$ cat config.mk
export PLATFORM = sky130hd
export DESIGN_NAME = nickjhay_seq_ctrl
export DESIGN_NICKNAME = d
export VERILOG_FILES = /design/src/rtl/nickjhay_seq_ctrl.sv
export SDC_FILE = /design/constraint.sdc
export NUM_CORES = 1
export LEC_CHECK = 0
export CORE_ASPECT_RATIO = 1.75
export CORE_MARGIN = 5
export CORE_UTILIZATION = 60
export CTS_BUF_LIST = sky130_fd_sc_hd__clkbuf_8
export DETAILED_ROUTE_END_ITERATION = 10
export PLACE_DENSITY = 0.83
export RECOVER_POWER = 50
export SYNTH_ARGS = -nofsm -noshare
export SYNTH_HDL_FRONTEND = slang
export SYNTH_SLANG_ARGS = --single-unit
$ cat constraint.sdc
create_clock -name clk -period 3 [get_ports clk]
set_input_delay 0.6 -clock clk [delete_from_list [all_inputs] [get_ports clk]]
set_output_delay 0.6 -clock clk [all_outputs]
set_load 0.005 [all_outputs]
$ cat src/rtl/nickjhay_seq_ctrl.sv
// Byte-wide command sequencer driving a 4-entry register file and a shared ADD/XOR ALU.
// One operation in flight at a time; results leave on a valid/ready byte port.
module nickjhay_seq_ctrl #(
  parameter int DATA_W = 8,
  parameter int NREG   = 4
) (
  input  logic              clk,
  input  logic              rst,
  // Handshakes: a transfer happens on a rising edge where valid & ready are both high.
  // The producer holds valid and payload until that edge; the DUT holds out_valid/out_data
  // stable until the consumer takes the byte.
  input  logic              cmd_valid,
  output logic              cmd_ready,
  input  logic [1:0]        cmd_op,
  input  logic [1:0]        cmd_addr,
  input  logic [DATA_W-1:0] cmd_data,
  input  logic              usexor,
  output logic              out_valid,
  input  logic              out_ready,
  output logic [DATA_W-1:0] out_data,
  output logic              busy,
  output logic              flag_z,
  output logic              flag_c,
  output logic [2:0]        dbg_state
);

  typedef enum logic [2:0] {
    S_IDLE  = 3'd0,
    S_LOAD  = 3'd1,
    S_EX_RD = 3'd2,
    S_EX_WB = 3'd3,
    S_OUT   = 3'd4,
    S_HI1   = 3'd5,
    S_HI2   = 3'd6
  } state_e;

  localparam logic [DATA_W-1:0] CHAR_H = DATA_W'(8'h48);
  localparam logic [DATA_W-1:0] CHAR_I = DATA_W'(8'h49);

  state_e            state_q;
  logic [1:0]        addr_q;
  logic [DATA_W-1:0] data_q;
  logic              xor_q;
  logic [DATA_W-1:0] opa_q;
  logic [DATA_W-1:0] opb_q;
  logic [DATA_W-1:0] regs_q [NREG];

  logic [DATA_W:0]   sum_d;
  logic [DATA_W-1:0] res_d;

  assign sum_d     = {1'b0, opa_q} + {1'b0, opb_q};
  assign res_d     = xor_q ? (opa_q ^ opb_q) : sum_d[DATA_W-1:0];
  assign cmd_ready = (state_q == S_IDLE);
  assign busy      = (state_q != S_IDLE);
  assign dbg_state = state_q;

  always_ff @(posedge clk or posedge rst) begin
    if (rst) begin
      state_q   <= S_IDLE;
      addr_q    <= '0;
      data_q    <= '0;
      xor_q     <= 1'b0;
      opa_q     <= '0;
      opb_q     <= '0;
      out_valid <= 1'b0;
      out_data  <= '0;
      flag_z    <= 1'b1;
      flag_c    <= 1'b0;
      for (int i = 0; i < NREG; i++) regs_q[i] <= '0;
    end else begin
      case (state_q)
        S_IDLE: begin
          if (cmd_valid) begin
            addr_q <= cmd_addr;
            data_q <= cmd_data;
            xor_q  <= usexor;
            case (cmd_op)
              2'b00:   state_q <= S_LOAD;
              2'b01:   state_q <= S_EX_RD;
              2'b10:   state_q <= S_OUT;
              default: state_q <= S_HI1;
            endcase
          end
        end
        S_LOAD: begin
          regs_q[addr_q] <= data_q;
          state_q        <= S_IDLE;
        end
        // Operands are captured before writeback, so dst may alias either source.
        S_EX_RD: begin
          opa_q   <= regs_q[data_q[3:2]];
          opb_q   <= regs_q[data_q[1:0]];
          state_q <= S_EX_WB;
        end
        S_EX_WB: begin
          regs_q[data_q[5:4]] <= res_d;
          flag_z              <= (res_d == '0);
          flag_c              <= xor_q ? 1'b0 : sum_d[DATA_W];
          state_q             <= S_IDLE;
        end
        S_OUT: begin
          if (!out_valid) begin
            out_valid <= 1'b1;
            out_data  <= regs_q[data_q[1:0]];
          end else if (out_ready) begin
            out_valid <= 1'b0;
            state_q   <= S_IDLE;
          end
        end
        S_HI1: begin
          if (!out_valid) begin
            out_valid <= 1'b1;
            out_data  <= CHAR_H;
          end else if (out_ready) begin
            out_data <= CHAR_I;
            state_q  <= S_HI2;
          end
        end
        S_HI2: begin
          if (out_ready) begin
            out_valid <= 1'b0;
            state_q   <= S_IDLE;
          end
        end
        default: state_q <= S_IDLE;
      endcase
    end
  end

endmodule
Word level (Yosys, flattened, before mapping)

Index checks and enable logic that the tools add are counted.

Register bits: 73
Latch bits: 0
Memory bits (writable): 0
Memory bits (read-only): 0
Output and inout bits: 16
Logic and storage cells: 84
Memories: 0

Add/subtract/negate cells: 1
Multipliers: 0
Divide/modulo/power cells: 0
Order comparisons: 6
Equal/unequal tests: 15
Shifts and indexed selects: 0
Mux-type cells: 30
Bitwise logic cells: 5
Reductions and logical operators: 13

Operators by type and width:

| operator           | number |
|---|---|
| $mux 8             | 10 |
| $bwmux 32          | 2 |
| $pmux 32 s2        | 1 |
| $bmux 8 s2         | 2 |
| $demux 8 s2        | 2 |
| $pmux 8 s2         | 1 |
| $mux 3             | 5 |
| $pmux 3 s5         | 1 |
| $ge 3x3->1 const B | 4 |
| $ne 2x2->1 const B | 6 |
| $not 2->3          | 4 |
| $add 8x8->9        | 1 |
| $eq 3x3->1 const B | 3 |
| $pmux 3 s3         | 1 |
| $logic_not 8->1    | 1 |
| $xor 8x8->8        | 1 |
| $eq 3x2->1 const B | 2 |
| $lt 3x1->1 const B | 2 |
| $reduce_bool 3->1  | 2 |
| $mux 1             | 4 |
| $reduce_and 2->1   | 2 |
| $reduce_and 4->1   | 1 |
| $reduce_bool 2->1  | 2 |
| $eq 3x1->1 const B | 1 |
| other kinds (8)    | 9 |

Longest topological paths before layout

Gate-level depths: netlist of run 1.

Depth in word-level cells: 7
Depth in mapped cells: 8
Depth with buffers taken out: 7

Worst setup path before layout of run 1

No wires, ideal clock.

Kind: reg2reg
Start: reg opa_q[0]
End: reg flag_z
Arrival: 2.183 ns
Slack: 0.731 ns
Stages on the path, launching flop included: 8
Path buffers: 0
Cell sequence: dfrtp_1 ha_1 fa_1 nor2b_1 xnor2_2 nand3_1 or4_1 o31ai_2

Word-level cells in the longest chain between the ends: 3
Elaborated cells between the ends (all ways): 4
Classes of those cells: 1 x add/sub; 1 x mux; 1 x bitwise; 1 x reduce/logical

RTL lines:

| item                                       | RTL line | source |
|---|---|---|
| start: declaration                         | 44       | `logic [DATA_W-1:0] opa_q;` |
| start signal: assignment                   | 91       | `opa_q <= regs_q[data_q[3:2]];` |
| $add 8x8->9 or $xor 8x8->8 (tied branches) | 51, 52   |  |
| $mux 8 (*)                                 | 52       | `assign res_d = xor_q ? (opa_q ^ opb_q) : sum_d[DATA_W-1:0];` |
| $logic_not 8->1 (*)                        | 97       | `flag_z <= (res_d == '0);` |
| end signal: assignment                     | 97       |  |
| end: declaration                           | 22       | `output logic flag_z,` |

Mark *: on every way between the ends. The rest lies on a longest branch, timed or not.
A chain may end at the register's enable or synchronous reset.

Worst setup path in the final report of run 1

Ends and elaborated chain as after synthesis.

==> impl_metrics.csv, run 1 <==
group,metric,value,unit
cts,cts_tree,"yes",
cts,holdBufCountCts,0,
die,die-height,118.7,um
setup_path,cp.required,3.29,ns
setup_path,cp_num_buf_inv,0,
setup_path,crit_start,"opa_q[0]",
sta,setup-violations-final,0,
pwr,pwr-share-clk,0.137,
global_routing,grtUsageTotal,0.2653,
pwr,sequentialPowerShare,0.389,
setup_path,end_kind,"flop",
cts,htreeDepth,3,
hold_path,hold_class,"flop to flop",
logic_synthesis,seq_area_frac_synth,0.4515,
die,die_x,72.10,um
die,die_area,8556,um2
cts,cts_setup_buffers,0,
finish,drive_above_1_share,0.1891,
pwr,p_sw_frac,0.4273,
setup_path,r2r-start,"opa_q[0]",
global_routing,grt_first_pass_wirelength,17150,um
placement,gp_congestion,0.9358,
sta,maxSlewHeadroom,-0.1851,
cts,clock-sinks,73,
finish,finalNonFillerCells,484,
logic_synthesis,synth_area_leaders,"dfrtp_1, mux4_2, mux2_2",
pwr,peakVddDrop,790.6,uV
setup_path,cp_max_fo,5,
cts,clockBufferDepth,2,
logic_synthesis,ys_ff_latch,73,
pwr,finalPower,5.098,mW
setup_path,arrival,2.79,ns
logic_synthesis,ys.warnings.count,0,
drt,first_iter_violations,339,
sta,setup_tns,0,ns
global_routing,grt_max_degree,74,
status,outcome,"complete, but fails checks",
setup_path,crit_chain,"ha_1 -> fa_1 -> nor2b_1 -> xnor2_2 -> nand3_1 -> or4_1 -> o31ai_2",
sta,timing.final.crit_share,0.8324,
cts,cts_inserted_buffers,9,
setup_path,r2r_slack,0.50,ns
sta,finalCriticalPeriod,2.497,ns
die,ios,33,
sta,finalHoldViolCount,0,
pwr,p_sw,2.178,mW
drt,via_per_inst,6.911,
finish,diodes,0,
pwr,intPower,2.920,mW
setup_path,r2r_cells,7,
placement,dp_hpwl,7505,um
drt,wire_per_inst,21.88,um
logic_synthesis,synthCells,364,
setup_path,path_class,"flop to flop",
hold_path,hold_depth,2,
status,violations,"max-capacitance violations, max-slew violations",
sta,drv_slew,74,
finish,area_growth,14.03,%
setup_path,worst-path-stages,7,
drt,dr_total_vias,3345,
global_routing,grt_pass1_vias,3381,
logic_synthesis,async_flop_share,1.000,
placement,io_buffer_count,32,
logic_synthesis,synth-edff-count,0,
finish,nets,426,
sta,holdWs,0.4816,ns
setup_path,slowest_stage,"or4_1",
die,core,6539,um2
logic_synthesis,synth_ff_type,"dfrtp_1",
drt,drc,0,
logic_synthesis,syn_avg_cell_area,11.12,um2
setup_path,cpLargestDelayFamily,"simple AND/OR/NAND/NOR gates",
setup_path,slowest_delay,0.56,ns
hold_path,hold_start,"flag_z",
pwr,leakage,1.977,nW
logic_synthesis,yosys.area.top_type,"dfrtp_1",
cts,post_cts_resized,0,
cts,insertion_delay,0.37,ns
sta,clock_skew,0.009128,ns
pwr,power.density,1104,nW/um2
global_routing,antenna_found_initial,0,
pwr,combPwrFrac,0.474,
placement,numPlacedInstances,468,
logic_synthesis,ys_types,64,
drt,antenna_left,0,
sta,worst_pin_slew,1.778,ns
logic_synthesis,syn_area,4049,um2
sta,max_freq,0.4004,GHz
sta,rsz0062_at_grt,"no",
die,row_count,39,
logic_synthesis,synth_top_area_frac,0.4450,
cts,cts_root_buf,"clkbuf_8",
job,drv_cap,1,
global_routing,grt.overflow.total,0,
drt,routed_wirelength,10590,um
logic_synthesis,synth_fp_nets,393,
setup_path,cp-start-kind,"flop",
drt,drtPass1Iterations,5,
die,initial_utilization,0.6192,
cts,path_clk_slew,0.08,ns
[stage by stage]
| stage | setup slack [ns] | instance area [um2] | util |
|---|---|---|---|
| final | 0.5027 | 4617 | 0.7061 |
| after global routing | 0.2704 | 4617 | 0.7061 |
| after CTS | 0.4891 | 4632 | 0.7084 |
| after detailed placement | 0.5519 | 4458 | 0.6818 |
| after global placement | 0.6051 | 4458 | 0.6818 |
| after floorplan | 0.5484 | 4049 | - |
[tightest hold or removal path, stage by stage, from the launching register on]
cell and delay [ns]:
dfstp_2 0.37, nand2_1 0.06, o31ai_2 0.05
[synth_stat cells (3+ instances only)]
master	number
a21o_1	3
a21oi_1	19
a221o_1	3
a22o_1	5
a22oi_1	4
a2bb2oi_1	3
a32oi_1	6
buf_2	9
clkbuf_1	7
dfrtp_1	72
ha_1	11
inv_1	9
mux2_2	25
mux4_2	16
nand2_1	41
nand2b_1	3
nor2_1	21
nor2b_1	4
nor3_1	11
nor3b_1	3
o21ai_0	18
o21ai_1	8
o221ai_1	4
o22ai_1	8
[power groups by stage]
stage / Clock (mW) / Sequential [mW] / Combinational (mW)
finish: 0.698 / 1.98 / 2.42
global placement: 0 / 1.94 / 2.32
floorplan: 0 / 1.67 / 1.85
CTS: 0.700 / 1.96 / 2.39
global route: 0.752 / 2.04 / 2.59
detailed placement: 0 / 1.98 / 2.37
[layout make-up]
| class | count | area [um2] |
|---|---|---|
| tap | 82 | 102.6 |
| fill | 498 | 1922 |
| sequential | 73 | 1828 |
| inverter | 10 | 37.54 |
| timing repair buffer | 39 | 370.4 |
| multi-input combinational | 264 | 2105 |
| clock buffer | 11 | 151.4 |
| clock inverter | 5 | 22.52 |
[sequential cells by signal, summed over array words and instances (netlist names)]
register	flops
flag_z	1
opb_q	8
regs_q	32
dbg_state	3
opa_q	8
flag_c	1
out_valid	1
data_q	8
addr_q	2
out_data	8
xor_q	1
[layout by cell type (no fill, tap or decap), types with 6 or more instances in the layout]
master           netlist  final
inv_1                  9     10
clkdlybuf4s50_1        0     26
mux4_2                16     16
o22ai_1                8      8
dlygate4sd3_1          0      6
a21oi_1               19     19
o21ai_1                8      8
a32oi_1                6      6
o21ai_0               18     18
clkbuf_8               0     11
nor3_1                11     11
nand2_1               41     41
nor2_1                21     21
buf_4                  1      6
ha_1                  11     11
mux2_2                25     25
dfrtp_1               72     72
[path summary, 6_finish.rpt]
kind / endpoint
hold / removal: flag_z
hold reg to reg: flag_z
max in group asynchronous: regs_q[10]
min in group asynchronous: out_data[5]
setup reg to reg: flag_z
setup / recovery: flag_z
[layer usage]
layer  global-route usage  wire length, um  vias up
li1                     -                -     1442
met1               0.2995             3538     1618
met2               0.4287             5390      221
met3              0.07307              966       64
met4               0.1741              692        0
met5                    0                0        -
[cells by family after synthesis]
logic type / synth area share
DFF: 0.4515
AOI/OAI and AO/OA: 0.1851
muxes: 0.1610
and+or+nand+nor: 0.1264
buffers and inverters: 0.02874
adders and majority gates: 0.03894
xor gates and xnor gates: 0.008346
Power figures use the tool's default switching activity.
==> run 2, diff against run 1 <==
--- a/config.mk
+++ b/config.mk
@@ -7,10 +7,10 @@
 export LEC_CHECK = 0
 export CORE_ASPECT_RATIO = 1.75
 export CORE_MARGIN = 5
-export CORE_UTILIZATION = 60
+export CORE_UTILIZATION = 55
 export CTS_BUF_LIST = sky130_fd_sc_hd__clkbuf_8
 export DETAILED_ROUTE_END_ITERATION = 10
-export PLACE_DENSITY = 0.83
+export PLACE_DENSITY = 0.8
 export RECOVER_POWER = 50
 export SYNTH_ARGS = -nofsm -noshare
 export SYNTH_HDL_FRONTEND = slang
==> constraint.sdc (replaced) <==
create_clock -name clk -period 2.16 [get_ports clk]
set_input_delay 0.432 -clock clk [delete_from_list [all_inputs] [get_ports clk]]
set_output_delay 0.432 -clock clk [all_outputs]
set_load 0.005 [all_outputs]
==> run 2 against run 1 <==
Effect of this change:
- the run ends with negative setup slack left
- register-to-register slack got worse by 0.54 ns
- non-clock buffer count grew 27
- critical path depth fell by 1
- via count increased by 0.75%
- sequential share of layout area fell by 3.2 points
- count of clock-buffer cells in the layout shrank 1
- largest power group unchanged
==> impl_metrics.csv, run 2 (same netlist as run 1, synthesis figures left out) <==
group,metric,value,unit
status,outcome,"complete, but fails checks",
status,violations,"negative setup slack",
setup_path,cp-start-kind,"flop",
sta,clock_skew,0.01202,ns
finish,final_area,5024,um2
setup_path,arrival,2.48,ns
placement,place_area,4667,um2
global_routing,grt.overflow.total,0,
die,initial_utilization,0.5638,
sta,finalCriticalPeriod,2.197,ns
sta,holdWs,0.5076,ns
die,die-height,123.5,um
die,die_x,74.86,um
global_routing,grtUsageTotal,0.2570,
global_routing,grt_pass1_vias,3549,
finish,largest_reg_flops,32,
cts,cts_tree,"yes",
drt,first_iter_violations,221,
drt,dr_total_vias,3370,
finish,mostFrequentLayoutCells,"dfrtp_1, nand2_1, clkdlybuf4s50_1",
drt,drc,0,
pwr,peakVddDrop,858.2,uV
cts,holdBufCountCts,0,
die,core,7182,um2
die,row_count,41,
sta,worst_pin_slew,1.067,ns
drt,routed_wirelength,10670,um
sta,setup_tns,-0.03691,ns
global_routing,grt_max_degree,47,
cts,clockBufferDepth,2,
setup_path,path_class,"flop to flop",
drt,wire_per_inst,20.71,um
cts,cts_inserted_buffers,9,
sta,worst_slack,-0.03691,ns
sta,drv_slew,0,
die,ios,33,
pwr,leakage,2.122,nW
hold_path,hold_class,"flop to flop",
finish,nets,453,
placement,numPlacedInstances,496,
finish,area_growth,24.07,%
sta,finalHoldViolCount,0,
drt,antenna_left,0,
cts,clock-sinks,73,
finish,diodes,0,
global_routing,grt_first_pass_wirelength,17390,um
die,die_area,9245,um2
setup_path,end_kind,"flop",
finish,regMostFlops,"regs_q",
pwr,power.density,1595,nW/um2
finish,finalNonFillerCells,515,
drt,drtPass1Iterations,4,
sta,rsz0062_at_grt,"yes",
cts,insertion_delay,0.36,ns
finish,fillCellCount,506,
sta,setup-violations-final,1,
cts,cts_root_buf,"clkbuf_8",
sta,timing.final.crit_share,1.017,
setup_path,cp.required,2.45,ns
job,drv_cap,0,
sta,max_freq,0.4552,GHz
global_routing,antenna_found_initial,0,
finish,drive_above_1_share,0.2797,
setup_path,r2r_slack,-0.04,ns
cts,htreeDepth,3,
placement,io_buffer_count,32,
cts,path_clk_slew,0.08,ns
placement,gp_congestion,0.9660,
placement,dp_hpwl,7899,um
drt,via_per_inst,6.544,
setup_path,cp_max_fo,5,
finish,final_common_cell,"dfrtp_1",
sta,maxSlewHeadroom,0.2791,
-- run 2: cell types whose count changed in the layout (fill, tap and decap cells not counted), moves of 2 or more --
cell,before,now
inv_1,10,8
dlygate4sd3_1,6,1
or4_1,2,0
clkbuf_1,0,2
buf_4,6,29
ha_4,0,3
ha_1,11,8
bufinv_16,0,3
clkdlybuf4s50_1,26,31
nor3_2,1,3
nor3_1,11,9
or4_4,0,2
-- run 2: timing repair --
item,CTS,global route
resized for setup,4,16
buffers inserted,0,3
pin swaps,1,8
gates cloned,0,0
endpoints found under the setup margin,4,8
-- run 2: where the power goes --
| part | leakage [nW] | internal (mW) | total [mW] | switching [mW] |
|---|---|---|---|---|
| logic | 1.07 | 2.10 | 4.04 | 1.94 |
| clock network | 0.126 | 0.792 | 1.29 | 0.498 |
| registers | 0.926 | 1.94 | 2.69 | 0.750 |
| total | 2.12 | 4.83 | 8.02 | 3.18 |
-- run 2: path summary, 6_finish.rpt --
path,start,endpoint,cells past startpoint
min in group asynchronous,rst,dbg_state[1],2
max in group asynchronous,rst,regs_q[10],3
worst min-delay path,regs_q[5],regs_q[5],2
worst max-delay path,opa_q[1],flag_z,6
worst min register to register,regs_q[5],regs_q[5],2
worst max register to register,opa_q[1],flag_z,6
-- run 2: metal layers --
metal | track usage | vias to the layer above | share of wire
met2 | 0.4263 | 149 | 0.54
met4 | 0.1748 | 0 | 0.061
met1 | 0.2783 | 1666 | 0.34
li1 | - | 1499 | -
met3 | 0.06672 | 56 | 0.061
met5 | 0 | - | 0
-- run 2: critical path, stage by stage, from the launching register on --
cell,delay [ns]
dfrtp_1,0.43
ha_4,0.27
a211oi_4,0.28
nor4_2,0.09
or4_4,0.59
a21bo_1,0.24
o31ai_4,0.23
-- run 2: through the flow --
| step | setup WS [ns] | util | power (mW) |
|---|---|---|---|
| finish | -0.03691 | 0.6995 | 8.015 |
| global route | -0.09604 | 0.6995 | 8.484 |
| CTS | -0.001588 | 0.6859 | 7.723 |
| detailed placement | -0.05186 | 0.6498 | 6.384 |
| global placement | 0.01087 | 0.6498 | 6.245 |
| floorplan | 0.01864 | - | 4.899 |
-- run 2: cell type report --
type	instances	area [um2]	share of cell area
clock buffers	10	137.6	0.02740
multi-input cells	264	2222	0.4423
inverters	10	38.79	0.007721
repair buffers	66	584.3	0.1163
well taps	86	107.6	0.02142
flip-flops and latches	73	1828	0.3639
clock inverters	6	105.1	0.02092
==> run 3, diff against run 2 <==
--- a/config.mk
+++ b/config.mk
@@ -10,8 +10,10 @@
 export CORE_UTILIZATION = 55
 export CTS_BUF_LIST = sky130_fd_sc_hd__clkbuf_8
 export DETAILED_ROUTE_END_ITERATION = 10
+export HOLD_SLACK_MARGIN = 0.12
 export PLACE_DENSITY = 0.8
 export RECOVER_POWER = 50
+export SLEW_MARGIN = 20
 export SYNTH_ARGS = -nofsm -noshare
 export SYNTH_HDL_FRONTEND = slang
 export SYNTH_SLANG_ARGS = --single-unit
==> results of run 3 <==
Final layout, timing and power as in run 2 (identical DEF).
